$ cat config.mk
export PLATFORM = sky130hd
export DESIGN_NAME = matvec8_feeder
export DESIGN_NICKNAME = d
export VERILOG_FILES = /design/src/rtl/matvec8_feeder.sv
export SDC_FILE = /design/constraint.sdc
export NUM_CORES = 1
export LEC_CHECK = 0
export CAP_MARGIN = 20
export CORE_ASPECT_RATIO = 0.7
export CORE_UTILIZATION = 50
export DETAILED_ROUTE_END_ITERATION = 8
export HOLD_SLACK_MARGIN = 0.03
export PLACE_DENSITY = 0.74
export REMOVE_ABC_BUFFERS = 1
export SETUP_SLACK_MARGIN = 0.15
export SYNTH_ARGS = -nofsm -noshare
export SYNTH_HDL_FRONTEND = slang
export SYNTH_SLANG_ARGS = --single-unit
$ cat constraint.sdc
create_clock -name clk -period 4.7 [get_ports clk]
set_input_delay 1.175 -clock clk [delete_from_list [all_inputs] [get_ports clk]]
set_output_delay 1.175 -clock clk [all_outputs]
set_load 0.02 [all_outputs]
$ cat src/rtl/matvec8_feeder.sv
// matvec8_feeder: stages an 8x8 matrix and an 8-entry vector from a host
// port, streams them to a matrix-vector engine over a valid/ready channel,
// then collects the eight engine results into readable result registers.
module matvec8_feeder #(
    parameter int WIDTH  = 14,
    parameter int SIZE_W = 64,
    parameter int SIZE_X = 8
) (
    input  logic                    clk,
    input  logic                    reset,
    input  logic                    host_wr_en,
    input  logic [6:0]              host_addr,
    input  logic signed [WIDTH-1:0] host_data,
    input  logic                    start,
    input  logic                    send_matrix,
    output logic                    busy,
    output logic                    done,
    input  logic [2:0]              res_addr,
    output logic signed [27:0]      res_data,
    output logic                    input_valid,
    input  logic                    input_ready,
    output logic signed [WIDTH-1:0] input_data,
    output logic                    new_matrix,
    input  logic                    output_valid,
    output logic                    output_ready,
    input  logic signed [27:0]      output_data
);
    localparam int RES_W = 28;
    localparam int K_W   = $clog2(SIZE_W);
    localparam int J_W   = $clog2(SIZE_X);
    localparam logic [K_W-1:0] K_LAST = K_W'(SIZE_W - 1);
    localparam logic [J_W-1:0] J_LAST = J_W'(SIZE_X - 1);
    localparam logic [6:0]     W_END  = 7'(SIZE_W);
    localparam logic [6:0]     X_END  = 7'(SIZE_W + SIZE_X);

    typedef enum logic [2:0] {IDLE, SEND_W, SEND_X, COLLECT, DONE} state_t;

    state_t                  state_reg, state_next;
    logic [K_W-1:0]          k_reg, k_next;
    logic [J_W-1:0]          j_reg, j_next;
    logic [J_W-1:0]          r_reg, r_next;
    logic                    new_matrix_reg, new_matrix_next;

    // Staging buffers and result registers are deliberately not reset.
    logic signed [WIDTH-1:0] w_mem [SIZE_W];
    logic signed [WIDTH-1:0] x_mem [SIZE_X];
    logic signed [RES_W-1:0] result_mem [SIZE_X];
    logic signed [WIDTH-1:0] data_reg;

    // Read port control: the word to present next is fetched into data_reg
    // one cycle ahead, so input_data is a registered read that only changes
    // when a new word is needed (start or an accepted transfer).
    logic                    rd_en;
    logic                    rd_sel_w;
    logic [K_W-1:0]          rd_w_addr;
    logic [J_W-1:0]          rd_x_addr;

    logic                    xfer_in;
    logic                    xfer_out;
    logic [6:0]              x_off;
    logic [SIZE_X-1:0]       res_we;

    assign xfer_in  = input_valid && input_ready;
    assign xfer_out = output_valid && output_ready;
    assign x_off    = host_addr - W_END;

    assign busy         = (state_reg != IDLE);
    assign done         = (state_reg == DONE);
    assign input_valid  = (state_reg == SEND_W) || (state_reg == SEND_X);
    assign output_ready = (state_reg == COLLECT);
    assign new_matrix   = new_matrix_reg;
    assign input_data   = data_reg;
    assign res_data     = result_mem[res_addr];

    // FSM state and counter registers
    always_ff @(posedge clk) begin
        if (reset) begin
            state_reg      <= IDLE;
            k_reg          <= '0;
            j_reg          <= '0;
            r_reg          <= '0;
            new_matrix_reg <= 1'b0;
        end else begin
            state_reg      <= state_next;
            k_reg          <= k_next;
            j_reg          <= j_next;
            r_reg          <= r_next;
            new_matrix_reg <= new_matrix_next;
        end
    end

    // Next-state, counter and read-fetch decisions
    always_comb begin
        state_next      = state_reg;
        k_next          = k_reg;
        j_next          = j_reg;
        r_next          = r_reg;
        new_matrix_next = new_matrix_reg;
        rd_en           = 1'b0;
        rd_sel_w        = 1'b0;
        rd_w_addr       = '0;
        rd_x_addr       = '0;
        case (state_reg)
            IDLE: begin
                if (start) begin
                    new_matrix_next = send_matrix;
                    k_next          = '0;
                    j_next          = '0;
                    r_next          = '0;
                    rd_en           = 1'b1;
                    rd_sel_w        = send_matrix;
                    state_next      = send_matrix ? SEND_W : SEND_X;
                end
            end
            SEND_W: begin
                if (xfer_in) begin
                    rd_en = 1'b1;
                    if (k_reg == K_LAST) begin
                        k_next     = '0;
                        j_next     = '0;
                        state_next = SEND_X;
                    end else begin
                        k_next    = k_reg + 1'b1;
                        rd_sel_w  = 1'b1;
                        rd_w_addr = k_reg + 1'b1;
                    end
                end
            end
            SEND_X: begin
                if (xfer_in) begin
                    if (j_reg == J_LAST) begin
                        j_next          = '0;
                        r_next          = '0;
                        new_matrix_next = 1'b0;
                        state_next      = COLLECT;
                    end else begin
                        j_next    = j_reg + 1'b1;
                        rd_en     = 1'b1;
                        rd_x_addr = j_reg + 1'b1;
                    end
                end
            end
            COLLECT: begin
                if (xfer_out) begin
                    if (r_reg == J_LAST) begin
                        r_next     = '0;
                        state_next = DONE;
                    end else begin
                        r_next = r_reg + 1'b1;
                    end
                end
            end
            DONE: begin
                new_matrix_next = 1'b0;
                state_next      = IDLE;
            end
            default: state_next = IDLE;
        endcase
    end

    // Host staging writes, accepted only while idle
    always_ff @(posedge clk) begin
        if (host_wr_en && (state_reg == IDLE) && !reset) begin
            if (host_addr < W_END) begin
                w_mem[host_addr[K_W-1:0]] <= host_data;
            end else if (host_addr < X_END) begin
                x_mem[x_off[J_W-1:0]] <= host_data;
            end
        end
    end

    // Registered read of the next word toward the engine
    always_ff @(posedge clk) begin
        if (rd_en) begin
            data_reg <= rd_sel_w ? w_mem[rd_w_addr] : x_mem[rd_x_addr];
        end
    end

    // One write enable per result slot
    generate
        for (genvar gi = 0; gi < SIZE_X; gi++) begin : g_res_we
            assign res_we[gi] = xfer_out && !reset && (r_reg == J_W'(gi));
        end
    endgenerate

    // Result capture; results survive reset and later jobs until overwritten
    always_ff @(posedge clk) begin
        for (int i = 0; i < SIZE_X; i++) begin
            if (res_we[i]) begin
                result_mem[i] <= output_data;
            end
        end
    end
endmodule

==> summary.md <==
| Metric | Value |
|---|---|
| Outcome | completed |
| Register bit count reported by yosys | 1262 |
| Cts bufs inserted | 111 |
| Cell area after synthesis | 50300 um^2 |
| Worst-Skew Late Latency | roughly 730 ps |
| Final period utilization | 0.9095 |
| Drt pass-1 iters | 8 |
| Worst-case reg-to-reg path depth | 9 |
| Finished Layout Cells | 4698 |
| Initial antenna violation count | 2 |
| Core area | approximately 100000 um^2 |
| Crit. End Element | output port |
| Die area | 101900 um^2 |
| Largest fanout on the critical path | 18 |
| Clock Tree Root | clkbuf_16 |
| Post-synth top flop | edfxtp_1 |
| Fillers | 7277 |
| Crit path DAT | between 3000 and 4000 ps |
| Final Hold Viols | 0 |
| Yosys top cell by area | edfxtp_1 |
| I/O Buffers | 105 |
| Period minus WS final | 4275 ps |
| DRC Markers | 0 |
| CP startpoint | res_addr[0] |
| WS Path Type | primary input to output port |
| Detailed placement HPWL | 82140 um |
| Clock skew | 72.84 ps |
| Slew headroom | 0.2466 |
| R2r setup slk | approximately 700 ps |
| FF-to-FF Start | k_reg[1] |
| Area Overhead vs Synth | 13.70% |
| Unique masters post-synth | 85 |
| Post_cts resized | 0 |
| Max Cap Viol | 0 |
| Critical Path RT | 3520 ps |
| Via-to-Cell Ratio | 6.425 |
| Placed Area | 53720 um^2 |
| HP Class | flop to flop |
| Total grt overflow | 0 |
| Max rail drop VDD | 305.9 uV |
| CTS tree | yes |
| Dpl cells | about 4500 |
| Post-synth ARST share | 0 |
| R2R Path End | input_data[0] |
| GR Util All Layers | 0.2573 |
| Fmax | roughly 230 MHz |
| Layout cells sized above 1 | 0.1564 |
| Ant. Diodes | 0 |
| Critical Path Start Type | primary input |
| Detailed Route Iter0 Violations | 4759 |
| Synth Area per Inst | approximately 16 um^2 |
| H-tree depth | 3 |
| Number of synthesized flops with an enable pin | 1246 |
| First-pass GRT wire length | around 190000 um |
| Die height | 267.4 um |
| Area share of the leading cell type in the synthesized netlist | 0.7438 |
| Yosys warns | 0 |
| Routed WL per cell | 28.08 um |
| Pleak | 18.33 nW |
| DRT antenna net count | 0 |
| # setup viols final | 0 |
| Post-Synthesis Cells | a little over 3000 |
| Area of the multi-input gates | between 10000 and 15000 um^2 |
| CTS Hold Buffers Added | 0 |
| Number of global-route vias before repair | 28169 |
| Initial core utilization | 0.5088 |
| Worst slew pin tran | 1130 ps |
| Total number of vias | 30183 |
| Setup crit end | res_data[18] |
| Leading post-synthesis cells by cell area | edfxtp_1 74%, mux4_2 3.5%, mux2i_1 2.7% |
| CTS clk-pin slew, worst paths | 60 ps |
| I/O Pins | 106 |
| Max FFs per register | between 800 and 900 |
| Clock sink total | 1262 |
| Chip Width | 381.1 um |
| Clk buf depth | 3 |
| Register area | 37740 um^2 |
| RSZ-0062 raised after global routing | no |
| Largest net degree at the start of global routing | 94 |
| Final non-filler cell area | 57190 um^2 |
| Final #Nets | 3357 |
| Postcts setup bufs | 0 |
| Most frequent cells in the layout | 1246 x edfxtp_1, 303 x nand2_1, 188 x buf_4 |
| Total Routed Length | approximately 130000 um |
| Pwr per Cell Area | 401.8 nW/um^2 |
| Most common cell after layout, fill and taps aside | edfxtp_1 |
| Max Transition Viols Final | 0 |
| Site Rows | 96 |
| Final GP Congestion | slightly below 1 |
| Post-synthesis sequential area ratio | 0.7502 |
[synthesized netlist by cell type (6+ instances only)]
cell / count
buf_1: 15
nor3b_1: 6
a22o_1: 6
nor3_1: 60
a211o_1: 8
nand2_1: 304
mux2_2: 49
nand3_1: 125
edfxtp_1: 1246
o22ai_1: 10
and3_1: 15
a31oi_1: 57
a32o_1: 18
o2111ai_1: 14
o221ai_1: 64
o211ai_1: 93
a21oi_1: 91
dfxtp_1: 16
inv_1: 16
buf_4: 23
a221o_1: 22
clkbuf_1: 92
buf_6: 8
mux2i_1: 138
o21ai_0: 68
a32oi_1: 6
nand3b_1: 29
buf_2: 76
o311ai_0: 23
and2_1: 6
a211oi_1: 22
ha_1: 9
nand2b_1: 24
a221oi_1: 10
nor2_1: 133
mux4_2: 78
[through the flow]
step / setup TNS, ps / hold WS [ps] / worst slack (ps) / power [mW] / util
floorplan: -105680 / 461.3 / -6733 / 13.55 / -
global placement: 0 / 477.5 / 429.1 / 14.37 / 0.5432
detailed placement: 0 / 497.2 / 421.0 / 14.40 / 0.5434
CTS: 0 / 514.8 / 414.9 / 23.04 / 0.5782
global route: 0 / 546.5 / 352.4 / 23.56 / 0.5786
finish: 0 / 519.5 / 425.5 / 22.98 / 0.5786
[worst min path at each step]
stage | start | end | cells past startpoint
5_1_grt | r_reg[1] | r_reg[1] | 2
6_report | r_reg[1] | r_reg[1] | 2
3_3_place_gp | j_reg[2] | j_reg[2] | 2
2_1_floorplan | j_reg[1] | j_reg[1] | 2
4_1_cts | j_reg[2] | j_reg[2] | 2
3_5_place_dp | j_reg[2] | j_reg[2] | 2
[layer usage]
metal  GRT usage  part of all wire  wire [um]
met1      0.3865              0.41      53650
met2      0.3576              0.42      55660
met3     0.08234              0.14      18590
met4     0.07218             0.029       3816
met5     0.01187            0.0014        184
[report_power, final]
group	internal (mW)	switching, mW
Clock	4.79	3.99
Combinational	0.597	1.14
Sequential	12.4	0.0421
[kinds of logic (layout without fill, tap and decap cells)]
| logic type | count (synthesis) | in the layout | share of synthesized area |
|---|---|---|---|
| flip-flops | 1262 | 1262 | 0.7502 |
| AND/OR/NAND/NOR | 736 | 736 | 0.06791 |
| AO/OA/AOI/OAI | 567 | 567 | 0.08268 |
| multiplexers | 267 | 267 | 0.07380 |
| buffers and inverters | 230 | 527 | 0.02196 |
| adder cells (fa/ha/maj) | 9 | 9 | 0.002239 |
| XOR/XNOR | 7 | 7 | 0.001219 |
[area by class of cell]
cell class	count	share of cell area
sequential	1262	0.6598
inverter	16	0.001072
tap	1323	0.02894
clock buffer	143	0.05141
timing repair buffer	312	0.04848
multi-input combinational	1586	0.2015
clock inverter	56	0.008729
[critical path, cell delays in order]
cell and delay [ps]:
buf_4 280, buf_12 230, mux4_2 530, mux2_2 310, clkdlybuf4s50_1 550
(Power assumes the default switching activity.)
